--- src/rtl/clk_set_pkg.sv ---
// Shared types and constants for the time-setting controller.
// State encoding, field limits, per-field blink masks and the
// wrap-around step helpers used by the field arithmetic.
package clk_set_pkg;

   typedef enum logic [2:0] {
      RUN      = 3'd0,
      SET_HOUR = 3'd1,
      SET_MIN  = 3'd2,
      SET_SEC  = 3'd3,
      COMMIT   = 3'd4
   } state_t;

   localparam logic [4:0] HOUR_MAX = 5'd23;
   localparam logic [5:0] MIN_MAX  = 6'd59;
   localparam logic [5:0] SEC_MAX  = 6'd59;

   // Digit layout HH-MM-SS, bit 7 is the leftmost digit.
   localparam logic [7:0] MASK_HOUR = 8'b1100_0000;
   localparam logic [7:0] MASK_MIN  = 8'b0001_1000;
   localparam logic [7:0] MASK_SEC  = 8'b0000_0011;
   localparam logic [7:0] MASK_NONE = 8'b0000_0000;

   // Hour step with wrap: 23 -> 0 going up, 0 -> 23 going down.
   function automatic logic [4:0] step_hour(input logic [4:0] val, input logic up);
      logic [4:0] res;
      if (up) begin
         res = (val >= HOUR_MAX) ? 5'd0 : val + 5'd1;
      end else begin
         res = (val == 5'd0) ? HOUR_MAX : val - 5'd1;
      end
      return res;
   endfunction

   // Minute/second step with wrap at the given maximum.
   function automatic logic [5:0] step_sixty(input logic [5:0] val, input logic [5:0] max,
                                             input logic up);
      logic [5:0] res;
      if (up) begin
         res = (val >= max) ? 6'd0 : val + 6'd1;
      end else begin
         res = (val == 6'd0) ? max : val - 6'd1;
      end
      return res;
   endfunction

   // True in the three states where a field is being edited.
   function automatic logic is_edit(input state_t st);
      return (st == SET_HOUR) || (st == SET_MIN) || (st == SET_SEC);
   endfunction

   // Digits that blank while the blink phase is in its dark half.
   function automatic logic [7:0] field_mask(input state_t st);
      logic [7:0] m;
      case (st)
         SET_HOUR: m = MASK_HOUR;
         SET_MIN:  m = MASK_MIN;
         SET_SEC:  m = MASK_SEC;
         default:  m = MASK_NONE;
      endcase
      return m;
   endfunction

endpackage

--- src/rtl/btn_debounce.sv ---
// Push-button conditioner: 2-FF synchronizer, stability counter and a
// one-cycle press pulse on the debounced rising edge. Latency from a
// clean raw edge to the press pulse is DEBOUNCE_CYC+3 cycles.
// With SET_TIME_AUTO_REPEAT_EN defined the debounced level is also
// exported so the controller can detect a held button.
module btn_debounce #(
   parameter int unsigned DEBOUNCE_CYC = 2_000_000
) (
   input  logic clk,
   input  logic reset,
   input  logic btn,
`ifdef SET_TIME_AUTO_REPEAT_EN
   output logic level,
`endif
   output logic press
);

   localparam int unsigned CW = (DEBOUNCE_CYC > 1) ? $clog2(DEBOUNCE_CYC) : 1;
   localparam logic [CW-1:0] CNT_LAST = CW'(DEBOUNCE_CYC - 1);

   logic          sync1;
   logic          sync2;
   logic          stable;
   logic          stable_d;
   logic [CW-1:0] cnt;

`ifdef SET_TIME_AUTO_REPEAT_EN
   assign level = stable;
`endif

   // Synchronize, accept a new level after DEBOUNCE_CYC differing samples, pulse on rise.
   always_ff @(posedge clk) begin
      if (reset) begin
         sync1    <= 1'b0;
         sync2    <= 1'b0;
         stable   <= 1'b0;
         stable_d <= 1'b0;
         cnt      <= {CW{1'b0}};
         press    <= 1'b0;
      end else begin
         sync1    <= btn;
         sync2    <= sync1;
         stable_d <= stable;
         press    <= stable & ~stable_d;
         if (sync2 == stable) begin
            cnt <= {CW{1'b0}};
         end else if (cnt == CNT_LAST) begin
            stable <= sync2;
            cnt    <= {CW{1'b0}};
         end else begin
            cnt <= cnt + CW'(1'b1);
         end
      end
   end

endmodule

--- src/rtl/set_time_ctrl.sv ---
// Time-setting controller: walks the user through hour, minute and
// second edit fields with mode/inc/dec buttons, keeps shadow values,
// drives the digit blink mask and strobes load to write the new time.
// Optional feature macro: SET_TIME_AUTO_REPEAT_EN (held inc/dec repeats).
module set_time_ctrl
   import clk_set_pkg::*;
#(
   parameter int unsigned DEBOUNCE_CYC   = 2_000_000,
   parameter int unsigned BLINK_HALF_CYC = 25_000_000,
   parameter int unsigned TIMEOUT_CYC    = 1_000_000_000
) (
   input  logic       clk,
   input  logic       reset,
   input  logic       btn_mode,
   input  logic       btn_inc,
   input  logic       btn_dec,
   input  logic [4:0] cur_hour,
   input  logic [5:0] cur_min,
   input  logic [5:0] cur_sec,
   output logic [4:0] set_hour,
   output logic [5:0] set_min,
   output logic [5:0] set_sec,
   output logic       load,
   output logic       editing,
   output logic [7:0] blink_mask
);

   localparam int unsigned BW = (BLINK_HALF_CYC > 1) ? $clog2(BLINK_HALF_CYC) : 1;
   localparam int unsigned TW = (TIMEOUT_CYC > 1) ? $clog2(TIMEOUT_CYC) : 1;
   localparam logic [BW-1:0] BLINK_LAST = BW'(BLINK_HALF_CYC - 1);
   localparam logic [TW-1:0] TMO_LAST   = TW'(TIMEOUT_CYC - 1);

   state_t        state;
   state_t        state_nx;
   logic [4:0]    hour_nx;
   logic [5:0]    min_nx;
   logic [5:0]    sec_nx;
   logic [TW-1:0] tmo_cnt;
   logic [TW-1:0] tmo_nx;
   logic [BW-1:0] blink_cnt;
   logic [BW-1:0] blink_nx;
   logic          phase;
   logic          phase_nx;
   logic          load_nx;
   logic          editing_nx;
   logic [7:0]    mask_nx;

   logic          mode_p;
   logic          inc_p;
   logic          dec_p;
   logic          inc_req;
   logic          dec_req;
   logic          inc_ev;
   logic          dec_ev;
   logic          any_evt;

`ifdef SET_TIME_AUTO_REPEAT_EN
   localparam int unsigned REPEAT_HOLD_CYC   = 50_000_000;
   localparam int unsigned REPEAT_PERIOD_CYC = 10_000_000;
   localparam int unsigned RW = $clog2(REPEAT_HOLD_CYC);
   localparam logic [RW-1:0] REP_LAST   = RW'(REPEAT_HOLD_CYC - 1);
   localparam logic [RW-1:0] REP_RELOAD = RW'(REPEAT_HOLD_CYC - REPEAT_PERIOD_CYC);

   logic          inc_level;
   logic          dec_level;
   logic          inc_rep;
   logic          dec_rep;
   logic [RW-1:0] rep_cnt;

   btn_debounce #(.DEBOUNCE_CYC(DEBOUNCE_CYC)) u_mode (
      .clk(clk), .reset(reset), .btn(btn_mode), .level(), .press(mode_p));
   btn_debounce #(.DEBOUNCE_CYC(DEBOUNCE_CYC)) u_inc (
      .clk(clk), .reset(reset), .btn(btn_inc), .level(inc_level), .press(inc_p));
   btn_debounce #(.DEBOUNCE_CYC(DEBOUNCE_CYC)) u_dec (
      .clk(clk), .reset(reset), .btn(btn_dec), .level(dec_level), .press(dec_p));

   // Time how long exactly one of inc/dec is held and emit periodic repeat events.
   always_ff @(posedge clk) begin
      if (reset) begin
         rep_cnt <= {RW{1'b0}};
         inc_rep <= 1'b0;
         dec_rep <= 1'b0;
      end else begin
         inc_rep <= 1'b0;
         dec_rep <= 1'b0;
         if (inc_level ^ dec_level) begin
            if (rep_cnt == REP_LAST) begin
               rep_cnt <= REP_RELOAD;
               inc_rep <= inc_level;
               dec_rep <= dec_level;
            end else begin
               rep_cnt <= rep_cnt + RW'(1'b1);
            end
         end else begin
            rep_cnt <= {RW{1'b0}};
         end
      end
   end

   assign inc_req = inc_p | inc_rep;
   assign dec_req = dec_p | dec_rep;
`else
   btn_debounce #(.DEBOUNCE_CYC(DEBOUNCE_CYC)) u_mode (
      .clk(clk), .reset(reset), .btn(btn_mode), .press(mode_p));
   btn_debounce #(.DEBOUNCE_CYC(DEBOUNCE_CYC)) u_inc (
      .clk(clk), .reset(reset), .btn(btn_inc), .press(inc_p));
   btn_debounce #(.DEBOUNCE_CYC(DEBOUNCE_CYC)) u_dec (
      .clk(clk), .reset(reset), .btn(btn_dec), .press(dec_p));

   assign inc_req = inc_p;
   assign dec_req = dec_p;
`endif

   // Resolve simultaneous buttons: mode wins, inc together with dec cancels.
   always_comb begin
      inc_ev  = inc_req & ~dec_req & ~mode_p;
      dec_ev  = dec_req & ~inc_req & ~mode_p;
      any_evt = mode_p | inc_req | dec_req;
   end

   // Next state, shadow field arithmetic and idle timeout.
   always_comb begin
      state_nx = state;
      hour_nx  = set_hour;
      min_nx   = set_min;
      sec_nx   = set_sec;
      tmo_nx   = tmo_cnt;
      case (state)
         RUN: begin
            tmo_nx = {TW{1'b0}};
            if (mode_p) begin
               state_nx = SET_HOUR;
               hour_nx  = (cur_hour > HOUR_MAX) ? 5'd0 : cur_hour;
               min_nx   = (cur_min  > MIN_MAX)  ? 6'd0 : cur_min;
               sec_nx   = (cur_sec  > SEC_MAX)  ? 6'd0 : cur_sec;
            end else begin
               state_nx = RUN;
            end
         end
         SET_HOUR, SET_MIN, SET_SEC: begin
            if (any_evt) begin
               tmo_nx = {TW{1'b0}};
            end else begin
               tmo_nx = tmo_cnt + TW'(1'b1);
            end
            if (mode_p) begin
               case (state)
                  SET_HOUR: state_nx = SET_MIN;
                  SET_MIN:  state_nx = SET_SEC;
                  default:  state_nx = COMMIT;
               endcase
            end else if (!any_evt && (tmo_cnt == TMO_LAST)) begin
               // Abandon the edit: shadow values stay, no load.
               state_nx = RUN;
            end else if (inc_ev || dec_ev) begin
               case (state)
                  SET_HOUR: hour_nx = step_hour(set_hour, inc_ev);
                  SET_MIN:  min_nx  = step_sixty(set_min, MIN_MAX, inc_ev);
                  default:  sec_nx  = step_sixty(set_sec, SEC_MAX, inc_ev);
               endcase
            end else begin
               state_nx = state;
            end
         end
         COMMIT: begin
            state_nx = RUN;
            tmo_nx   = {TW{1'b0}};
         end
         default: begin
            state_nx = RUN;
            tmo_nx   = {TW{1'b0}};
         end
      endcase
   end

   // Blink phase: restarts visible on field entry or any change, then toggles.
   always_comb begin
      blink_nx = blink_cnt;
      phase_nx = phase;
      if (!is_edit(state_nx)) begin
         blink_nx = {BW{1'b0}};
         phase_nx = 1'b0;
      end else if ((state_nx != state) || inc_ev || dec_ev) begin
         blink_nx = {BW{1'b0}};
         phase_nx = 1'b0;
      end else if (blink_cnt == BLINK_LAST) begin
         blink_nx = {BW{1'b0}};
         phase_nx = ~phase;
      end else begin
         blink_nx = blink_cnt + BW'(1'b1);
      end
   end

   // Output values derived from the upcoming state so they register alongside it.
   always_comb begin
      load_nx    = (state_nx == COMMIT);
      editing_nx = is_edit(state_nx);
      if (phase_nx) begin
         mask_nx = field_mask(state_nx);
      end else begin
         mask_nx = MASK_NONE;
      end
   end

   // State, shadow fields, counters and registered outputs.
   always_ff @(posedge clk) begin
      if (reset) begin
         state      <= RUN;
         set_hour   <= 5'd0;
         set_min    <= 6'd0;
         set_sec    <= 6'd0;
         tmo_cnt    <= {TW{1'b0}};
         blink_cnt  <= {BW{1'b0}};
         phase      <= 1'b0;
         load       <= 1'b0;
         editing    <= 1'b0;
         blink_mask <= 8'h00;
      end else begin
         state      <= state_nx;
         set_hour   <= hour_nx;
         set_min    <= min_nx;
         set_sec    <= sec_nx;
         tmo_cnt    <= tmo_nx;
         blink_cnt  <= blink_nx;
         phase      <= phase_nx;
         load       <= load_nx;
         editing    <= editing_nx;
         blink_mask <= mask_nx;
      end
   end

endmodule

--- config.mk ---
export PLATFORM = sky130hd
export DESIGN_NAME = set_time_ctrl
export DESIGN_NICKNAME = d
export VERILOG_FILES = /design/src/rtl/clk_set_pkg.sv /design/src/rtl/btn_debounce.sv /design/src/rtl/set_time_ctrl.sv
export SDC_FILE = /design/constraint.sdc
export NUM_CORES = 1
export LEC_CHECK = 0
export BUFFER_PORTS_ARGS = -buffer_cell sky130_fd_sc_hd__buf_2
export CORE_MARGIN = 4
export CORE_UTILIZATION = 40
export CTS_CLUSTER_DIAMETER = 150
export DETAILED_ROUTE_END_ITERATION = 16
export GPL_TIMING_DRIVEN = 0
export PLACE_DENSITY_LB_ADDON = 0.3
export SLEW_MARGIN = 20
export SYNTH_ARGS = -nofsm -noshare
export SYNTH_HDL_FRONTEND = slang
export SYNTH_SLANG_ARGS = --single-unit
--- constraint.sdc ---
create_clock -name clk -period 2.2 [get_ports clk]
set_input_delay 0.11 -clock clk [delete_from_list [all_inputs] [get_ports clk]]
set_output_delay 0.11 -clock clk [all_outputs]
set_load 0.005 [all_outputs]
# Word level (Yosys, flattened, before mapping)
# Cells that the tools add are included.
# word_totals
ff_bits	164
input_bits	22
out_inout_bits	27
# op_classes
n_addsub	11
n_lt_le_gt_ge	6
eq_ne	23
muxes	39
bitwise	22
n_reduce_logical	26
# ops
operator	n
6-bit 2-to-1 mux	18
21-bit by 1-bit adder with 21-bit output, second input constant	3
21-bit equality test, second input constant	3
5-bit 2-to-1 mux	9
30-bit by 1-bit adder with 30-bit output, second input constant	1
30-bit equality test, second input constant	1
25-bit by 1-bit adder with 25-bit output, second input constant	1
25-bit equality test, second input constant	1
6-bit case mux with 2 select lines	2
8-bit case mux with 3 select lines	1
6-bit AND reduction	3
3-bit OR reduction	5
1-bit inverter	13
6-bit by 1-bit adder with 6-bit output, second input constant	2
3-bit by 2-bit equality test with 1-bit output, second input constant	4
6-bit >= comparator, second input constant	2
6-bit > comparator, second input constant	2
6-bit zero test	2
2-bit inequality test, second input constant	6
3-bit case mux with 2 select lines	2
6-bit by 1-bit subtractor with 6-bit output, second input constant	2
5-bit case mux with 2 select lines	1
1-bit AND	7
3-bit by 1-bit equality test with 1-bit output, second input constant	2
20 further kinds	34

# Longest topological paths before layout
# Gate-level depths: netlist (run 1).
# logic_depth
word_depth	14
mapped_depth	8
mapped_depth_nobuf	7

# Hierarchy
# Synthesis (run 1) repeated with hierarchy kept, for this count alone.
# unflattened
cells_unflattened	943
hier_area_um2	7902.6
# modules_own_cells
mod	instances	cells_each	area_per_inst_um2	seq_area_each_um2
set_time_ctrl	1	565	4539.4	1621.6
btn_debounce	3	126	1121.1	520.5

# Worst setup path before layout (run 1)
# Ideal clock, no wire load.
# synth_path
path_kind	register -> register
startpoint	register tmo_cnt[14]
endpoint	register blink_cnt[18]
setup_time_ps	115
arrival_ps	1797
path_slack_ps	288
stages_incl_launch_ff	9
synth_period_minus_slack_ps	1912
path_cell_list	dfxtp_1 buf_6 or4bb_1 nor4_2 a31o_2 or2_1 buf_6 buf_8 nor2_1
# synth_between
elab_chain_cells	10
word_cells_on_any_way	15
cone_classes	5 x eq/ne; 3 x mux; 1 x bitwise; 6 x reduce/logical
# synth_rtl
item	line	source
start, declared	set_time_ctrl.sv:38	logic [TW-1:0] tmo_cnt;
start signal, assigned	set_time_ctrl.sv:212	tmo_cnt <= {TW{1'b0}};
start signal, assigned	set_time_ctrl.sv:223	tmo_cnt <= tmo_nx;
30-bit equality test (*)	set_time_ctrl.sv:152	end else if (!any_evt && (tmo_cnt == TMO_LAST)) begin
1-bit logical AND (*)	set_time_ctrl.sv:152	
3-bit 2-to-1 mux (*)	set_time_ctrl.sv:152	
3-bit 2-to-1 mux (*)	set_time_ctrl.sv:146	if (mode_p) begin
3-bit case mux with 2 select lines (*)	set_time_ctrl.sv:128	case (state)
3-bit by 1-bit equality test with 1-bit output or 3-bit by 2-bit equality test with 1-bit output (tied branches)	clk_set_pkg.sv:49	return (st == SET_HOUR) || (st == SET_MIN) || (st == SET_SEC);
1-bit logical OR (2 in a row)	clk_set_pkg.sv:49	
1-bit inverter (no source line)	--	
4-bit OR reduction (no source line) (*)	--	
end signal, assigned	set_time_ctrl.sv:213	blink_cnt <= {BW{1'b0}};
end signal, assigned	set_time_ctrl.sv:224	blink_cnt <= blink_nx;
end, declared	set_time_ctrl.sv:40	logic [BW-1:0] blink_cnt;
# Every way passes the cells marked *; elsewhere a longest branch is shown, timed or not.
# A chain may end at the register's enable or synchronous reset.

# Worst setup path in the final report (run 1)
# layout_path
startpoint	register tmo_cnt[18]
endpoint	register blink_cnt[0]
# Same word-level chain as after synthesis.

==> results of run 1 <==
## power by group
group,switching [W],internal (W)
sequential,0.00000379,0.00288
clock,0.00126,0.00180
combinational,0.0000502,0.0000414
## path summary, 6_finish.rpt
path	endpoint	depth (start not counted)	slack, ns	startpoint
worst max register to register	blink_cnt[0]	7	0.13	tmo_cnt[18]
worst min register to register	u_mode.press	1	0.38	u_mode.stable_d
worst max-delay path	blink_cnt[0]	7	0.13	tmo_cnt[18]
worst min-delay path	set_sec[3]	4	0.05	cur_sec[4]
## kinds of logic after synthesis
logic type,Yosys count
buf+inv,66
flops,159
fa+ha+maj,13
compound gates,113
xor+xnor,109
mux,3
simple gates,455
other cells,1
## tightest hold or removal path: stages
cell     delay (ns)
buf_2          0.09
nand3_1        0.06
nand4_1        0.09
a31oi_1        0.08
## metrics by stage
stage                     cell area, um^2  setup slack [ns]
after floorplan                      7730             0.288
after global placement               8280            -0.170
after detailed placement             8280            -0.157
after CTS                            9000            0.0302
after global routing                 9050           0.00606
final                                9050             0.132
## cells in the mapped netlist (6+ instances only)
master,number
nor4_1,12
and3_1,22
buf_2,8
nor4b_1,7
nand2_1,59
xor2_1,72
and2_1,9
a211oi_1,8
a31oi_1,16
inv_1,20
or4_1,10
nand3_1,64
and4_1,10
xnor2_1,37
nor2_1,152
buf_4,6
nand4_1,42
dfxtp_1,159
nor2b_1,16
clkbuf_1,24
nor3_1,25
a311oi_1,6
ha_1,13
o21ai_0,19
a21oi_1,23
## layer usage
metal	up-vias	GRT usage	part of all wire
met2	168	0.259	0.45
met3	17	0.0315	0.047
met5	-	0	0
met1	3094	0.235	0.49
li1	3395	-	-
met4	0	0.0457	0.011
## area by class of cell
cell class                      count  area [um^2]  area share
Sequential cell                   159         3180       0.352
Timing Repair Buffer               56          333      0.0368
Clock inverter                     15          185      0.0205
Tap cell                          260          325      0.0360
Buffer                             43          239      0.0264
Multi-Input combinational cell    695         4280       0.473
Clock buffer                       17          425      0.0470
Inverter                           21         78.8     0.00871
## state kept, by name, summed over array words and instances, names as in the netlist, 5 cells and up
register	count
set_min	6
u_dec.cnt	21
set_hour	5
tmo_cnt	30
u_mode.cnt	21
blink_cnt	25
u_inc.cnt	21
set_sec	6
## timing repair
action,4_1_cts,5_1_grt
endpoints found under the setup margin,25,54
resized for setup,3,17
cloned,0,0
endpoints found under the hold margin,10,0
hold buffers,10,0
pin swaps,0,2
buffers inserted,0,1
==> impl_results.md, run 1 <==
* Most common cell after layout, fill and taps aside: dfxtp_1
* Initial DRC Count at 372
* Detail Route Antenna Nets at 0
* Clk_lat worst skew at 0.43 ns
* # DRC at 0
* Distinct cell type count after synthesis at 68
* Clock skew at 0.0119 ns
* DIE WIDTH at 147 um
* Hold/Removal Path Class: in -> reg
* Routed length per instance at 14.0 um
* Fmax at 0.484 GHz
* Top FF cell, synth: dfxtp_1
* Drt total wl at 17800 um
* Pwr Total at 0.00604 W
* Initial Utilization at 0.410
* All-layer global routing usage at 0.165
* Initial antenna violation count at 0
* Cells after DPL at 1225
* Die area at 21600 um^2
* # fillers at 1856
* First drt pass iteration count at 5
* Yosys warns at 0
* Vias per cell at 5.27
* Tcrit/Tclk final at 0.940
* Ports at 49
* Final Core Density at 0.480
* Vias at 6674
* Critical Path Max Stage Delay at 0.58 ns
* Synthesized area at 7730 um^2
* Area contributors post-synth: dfxtp_1, xor2_1, nor2_1, xnor2_1, nand3_1
* Mux share of post-synthesis cell area at 0.00388
* Syn Inst Count at 919
* # diodes at 0
* Area Overhead vs Synth at 17.0%
* CTS Root Cell: clkbuf_16
* Cell Count, Final, Fillers Out at 1266
* Vias in the first global route at 6130
* Status: finished clean
* Share of the yosys chip area belonging to registers at 0.412
* First-pass GRT wire length at 30000 um
* Critical Path Slowest Stage Cell: or4b_1
* Leakage at 3.15 nW
* Slew headroom at 0.393
* Max cap viols at 0
* Synth area leader: dfxtp_1
* # rows at 50
* Crit. End Element: flip-flop
* Crit path buf inv count at 2
* Final hold viol count at 0
* Synth Area per Inst at 8.41 um^2
* Net count reported at finish at 1028
* H-tree depth at 4
* Ys async rst share at 0
* GRT overflow at 0
* Maximum root-to-sink buffer count at 2
* Ratio of cells with drive above 1 in the final layout at 0.118
* Post-synth top area share at 0.412
* Pwr/cell area at 668 nW/um^2
* Post-synth EDFFs at 0
* Pin count of the biggest net entering global routing at 19
* Synth Area in Simple Gates at 0.299
* Final setup fails at 0
* Flops & latches, synth at 159
* Pins over their slew limit at 0
* WP data required at 2.51 ns
* Port bufs at 45
* Adder-cell area share of the yosys netlist at 0.0210
* Crit path time final at 2.07 ns
* Largest family of logic cells by synthesized area: simple AND/OR/NAND/NOR gates
* Chip Height at 147 um
* Worst EP arrival at 2.37 ns
* Setup TNS at 0 ns
* Number of CTS-inserted buffers at 17
* Synth Area in Compound Gates at 0.0987
* Reg clk slew, reported paths at 0.06 ns
* Hold WS at 0.0460 ns
* CP Cell Sequence: or4b_1, nor4_4, a31o_2, or2_1, buf_6, buf_8, nor2_1
* CP Max Fanout at 10
* CP Class: reg -> reg
* CTS tree: built
* Most frequent cells in the layout: dfxtp_1, nor2_1, xor2_1, nand3_1, nand2_1
* Crit path launch type: flip-flop
* TritonCTS Sinks at 159
* Actual slew at the worst max-slew pin at 0.897 ns
* Core ar. at 18800 um^2
* Post-Synth XOR/XNOR Area at 0.124
* Final Wtd Congestion at 0.876
* DP Wirelength at 12500 um
* Critical path's top delay family: simple AND/OR/NAND/NOR gates
* Unrepaired setup endpoints after global routing: no
* VDD IR-drop max at 0.693 mV
No activity file was read; power rests on OpenSTA's default activity.
==> inputs of run 2 (changes only) <==
Clock period 2.2 ns to 2.15 ns, I/O delays scaled along.
==> run 2 against run 1 <==
- non-clock buffer count up 1
- cell area up 1.1%
- combinational power up 3.4%
- via count up 0.15%
- clock-buffer cell count unchanged
- worst hold slack worse by 0.0032 ns
- flip-flop and latch count unchanged
- final cell count about the same
- global-route usage about the same
- core utilization up 0.53 points
- die area unchanged
- critical path type unchanged
- largest power group unchanged
==> impl_results.md, run 2 (synthesized netlist as in run 1, its figures left out) <==
* Final hold viol count at 0
* CTS Root Cell: clkbuf_16
* Final Wtd Congestion at 0.876
* First drt pass iteration count at 5
* Tcrit/Tclk final at 0.946
* DIE WIDTH at 147 um
* Drt total wl at 17800 um
* Vias at 6684
* # diodes at 0
* Cells after DPL at 1225
* Maximum root-to-sink buffer count at 2
* Hold EP: set_sec[3]
* Fmax at 0.491 GHz
* Port bufs at 45
* Final setup fails at 0
* FF-to-FF path depth at 6
* Number of flip-flops in the largest register at 30
* WP data required at 2.44 ns
* VDD IR-drop max at 0.718 mV
* CP Max Fanout at 10
* Worst EP arrival at 2.32 ns
* Reg clk slew, reported paths at 0.07 ns
* Pin count of the biggest net entering global routing at 19
* CP Class: reg -> reg
* Hold path startpoint: cur_sec[4]
* # DRC at 0
* Most common cell after layout, fill and taps aside: dfxtp_1
* Crit. End Element: flip-flop
* Chip Height at 147 um
* Detail Route Antenna Nets at 0
* # rows at 50
* CTS tree: built
* Area after DPL at 8280 um^2
* Pwr/cell area at 677 nW/um^2
* GRT overflow at 0
* Ratio of cells with drive above 1 in the final layout at 0.134
* Crit path time final at 2.03 ns
* Area Overhead vs Synth at 18.3%
* Setup TNS at 0 ns
* Worst reg2reg startpoint: state[2]
* Max cap viols at 0
* Net count reported at finish at 1029
* Worst r2r dst: set_hour[0]
* Cell Count, Final, Fillers Out at 1267
* TritonCTS Sinks at 159
* Routed length per instance at 14.1 um
* Hold/Removal Path Class: in -> reg
* Final Cell Area at 9150 um^2
* Leakage at 3.19 nW
* Clk_lat worst skew at 0.43 ns
* Crit path launch type: flip-flop
* Status: finished clean
* All-layer global routing usage at 0.165
* R2R setup slack at 0.12 ns
* Worst hold path depth at 4
* Vias in the first global route at 6132
* Initial DRC Count at 396
* Pins over their slew limit at 0
* DP Wirelength at 12500 um
* First-pass GRT wire length at 29900 um
* Clock skew at 0.00926 ns
* Largest register by flop count: tmo_cnt
* Slew headroom at 0.462
* Most frequent cells in the layout: dfxtp_1, nor2_1, xor2_1, nand3_1, nand2_1
* Core ar. at 18800 um^2
* Initial Utilization at 0.410
* Ports at 49
* H-tree depth at 4
* Die area at 21600 um^2
* Number of CTS-inserted buffers at 17
* Vias per cell at 5.28
* Unrepaired setup endpoints after global routing: yes
* Actual slew at the worst max-slew pin at 0.801 ns
* Final Core Density at 0.486
* Hold WS at 0.0428 ns
* Initial antenna violation count at 0
* Regs by FF count: tmo_cnt: 30 flops, blink_cnt: 25 flops
-- run 2: cell types whose count changed in the layout (fill, tap and decap cells not counted), sizes merged --
cell | previous run | this run
buf | 64 | 65
-- run 2: worst max-delay path by stage --
stage / endpoint / start / cells after the start / slack (ns)
after floorplan: blink_cnt[18] / tmo_cnt[14] / 8 / 0.24
after global placement: set_min[1] / u_mode.press / 7 / -0.22
after detailed placement: set_hour[1] / u_mode.press / 7 / -0.21
after CTS: blink_cnt[0] / tmo_cnt[14] / 8 / 0.004
after global routing: set_hour[0] / state[2] / 6 / -0.005
final: set_hour[0] / state[2] / 6 / 0.12
-- run 2: area by class of cell --
class,instances,area [um^2]
inverter,21,78.8
fill,1841,9680
tap,260,325
sequential,159,3190
multi-input combinational,695,4360
buffer,43,244
timing repair buffer,57,340
clock inverter,15,185
clock buffer,17,425
-- run 2: power breakdown --
| group | switching [W] | internal, W |
|---|---|---|
| Sequential | 0.00000388 | 0.00295 |
| Combinational | 0.0000520 | 0.0000427 |
| Clock | 0.00130 | 0.00185 |
-- run 2: repair_timing --
item / 4_1_cts / 5_1_grt
hold buffers: 10 / 0
buffers inserted: 0 / 2
pin swaps: 0 / 3
endpoints found under the hold margin: 10 / 0
gates resized for setup: 5 / 38
setup endpoints to repair: 56 / 63
-- run 2: stage by stage --
step                      total power [W]  worst slack (ns)
final                             0.00619             0.115
after global routing              0.00637          -0.00512
after CTS                         0.00625           0.00424
after detailed placement          0.00310            -0.207
after global placement            0.00310            -0.220
after floorplan                   0.00306             0.238
-- run 2: layer usage --
layer / wire length, um / vias up / GRT usage
met2: 7950 / 151 / 0.259
li1: - / 3394 / -
met5: 0 / - / 0
met3: 840 / 24 / 0.0315
met4: 225 / 0 / 0.0457
met1: 8780 / 3115 / 0.234
-- run 2: critical path, stage by stage, from the launching register on --
cell and delay [ns]:
dfxtp_1 0.36, clkbuf_1 0.42, o21bai_2 0.30, clkbuf_2 0.29
nor3_1 0.09, a2111oi_1 0.34, a211oi_1 0.11
==> inputs of run 3 (changes only) <==
Settings changed: MAX_ROUTING_LAYER from default to met4.
==> run 3 against run 2 <==
- fmax rose by 0.51%
- clock power barely moved
- first-iteration DRC count increased by 2.8%
- non-clock buffer count stayed put
- global-route usage grew 0.50 points
==> impl_results.md, run 3 (synthesized netlist as in run 1, its figures left out) <==
* Pwr/cell area at 678 nW/um^2
* WP data required at 2.43 ns
* Hold/Removal Path Class: in -> reg
* First-pass GRT wire length at 30000 um
* Die area at 21600 um^2
* Tcrit/Tclk final at 0.942
* Vias at 6654
* Port bufs at 45
* DP Wirelength at 12500 um
* Post-Place Setup Slack at -0.207 ns
* Setup TNS at 0 ns
* Critical path's top delay family: simple AND/OR/NAND/NOR gates
* CP Cell Sequence: clkbuf_2, nor4b_1, nand2_1, and2_1, a221oi_1, a211oi_1
* Detail Route Antenna Nets at 0
* GRT overflow at 0
* Ports at 49
* Area Overhead vs Synth at 18.3%
* Ratio of cells with drive above 1 in the final layout at 0.133
* First drt pass iteration count at 5
* Regs by FF count: tmo_cnt: 30 flops, blink_cnt: 25 flops
* Worst EP arrival at 2.31 ns
* Number of CTS-inserted buffers at 17
* CP Max Fanout at 10
* All-layer global routing usage at 0.170
* # diodes at 0
* Final Wtd Congestion at 0.894
* CTS tree: built
* Vias per cell at 5.25
* Most common cell after layout, fill and taps aside: dfxtp_1
* Area after DPL at 8280 um^2
* Final hold viol count at 0
* Cell Count, Final, Fillers Out at 1267
* Status: finished clean
* Chip Height at 147 um
* CTS Root Cell: clkbuf_16
* Crit. End Element: flip-flop
* Post-route setup slack at 0.126 ns
* Actual slew at the worst max-slew pin at 0.799 ns
* # DRC at 0
* Initial antenna violation count at 0
* Clock skew at 0.00867 ns
* Crit path launch type: flip-flop
* # rows at 50
* Fmax at 0.494 GHz
* Crit path buf inv count at 1
* VDD IR-drop max at 0.717 mV
* Cells after DPL at 1225
* Pin count of the biggest net entering global routing at 19
* Final setup fails at 0
* Initial Utilization at 0.410
* Critical Path Max Stage Delay at 0.45 ns
* Routed length per instance at 14.1 um
* Net count reported at finish at 1029
* Core ar. at 18800 um^2
* Number of flip-flops in the largest register at 30
* Largest register by flop count: tmo_cnt
* Clk_lat worst skew at 0.43 ns
* Slew headroom at 0.463
* Critical Path Slowest Stage Cell: nor4b_1
* DIE WIDTH at 147 um
* Final Core Density at 0.485
* TritonCTS Sinks at 159
* H-tree depth at 4
* Max cap viols at 0
* Drt total wl at 17900 um
* Vias in the first global route at 6124
* Crit path time final at 2.02 ns
* CP Class: reg -> reg
* Initial DRC Count at 407
* Pins over their slew limit at 0
* Final Cell Area at 9140 um^2
* Maximum root-to-sink buffer count at 2
* Unrepaired setup endpoints after global routing: yes
* Reg clk slew, reported paths at 0.07 ns
* Most frequent cells in the layout: dfxtp_1, nor2_1, xor2_1, nand3_1, nand2_1
* Leakage at 3.19 nW
-- run 3: changes by cell type in the layout (fill, tap and decap cells not counted) --
cell / delta
nor4b_1: +1
nor4b_2: -1
-- run 3: where the power goes --
part	internal (W)	total, W	switching, W
logic	0.0000428	0.0000951	0.0000523
clock network	0.00185	0.00315	0.00130
registers	0.00295	0.00296	0.00000388
-- run 3: cell type report --
| type | count | area [um^2] |
|---|---|---|
| Fill cell | 1843 | 9690 |
| Multi-Input combinational cell | 695 | 4360 |
| Sequential cell | 159 | 3190 |
| Clock buffer | 17 | 425 |
| Timing Repair Buffer | 57 | 340 |
| Tap cell | 260 | 325 |
| Buffer | 43 | 244 |
| Clock inverter | 15 | 185 |
| Inverter | 21 | 78.8 |
-- run 3: stage by stage --
stage	hold slack (ns)	total power (W)
4_1_cts	0.0237	0.00625
5_1_grt	0.0473	0.00637
3_3_place_gp	0.344	0.00310
6_report	0.0390	0.00620
2_1_floorplan	0.236	0.00306
3_5_place_dp	0.346	0.00310
-- run 3: worst paths after layout --
path	start	to	slack [ns]	depth (start not counted)
min reg2reg	u_mode.stable_d	u_mode.press	0.39	1
max reg2reg	state[1]	set_min[1]	0.13	6
min	cur_sec[4]	set_sec[3]	0.04	4
max	state[1]	set_min[1]	0.13	6
-- run 3: metal layers --
metal / part of all wire / wire length, um / track usage / vias up
met5: 0 / 0 / - / -
li1: - / - / - / 3391
met3: 0.039 / 692 / 0.0312 / 20
met2: 0.45 / 7980 / 0.259 / 126
met1: 0.50 / 8970 / 0.235 / 3117
met4: 0.012 / 214 / 0.0457 / 0
-- run 3: timing repair --
| action | 4_1_cts | 5_1_grt |
|---|---|---|
| hold buffers | 10 | 0 |
| gates resized for setup | 5 | 37 |
| endpoints found under the hold margin | 10 | 0 |
| buffers inserted | 0 | 2 |
| pin swaps | 0 | 3 |
| endpoints found under the setup margin | 56 | 63 |
-- run 3: tightest hold or removal path, cell delays in order --
cell     delay, ns
buf_2         0.09
nand3_1       0.06
nand4_1       0.08
a31oi_1       0.08
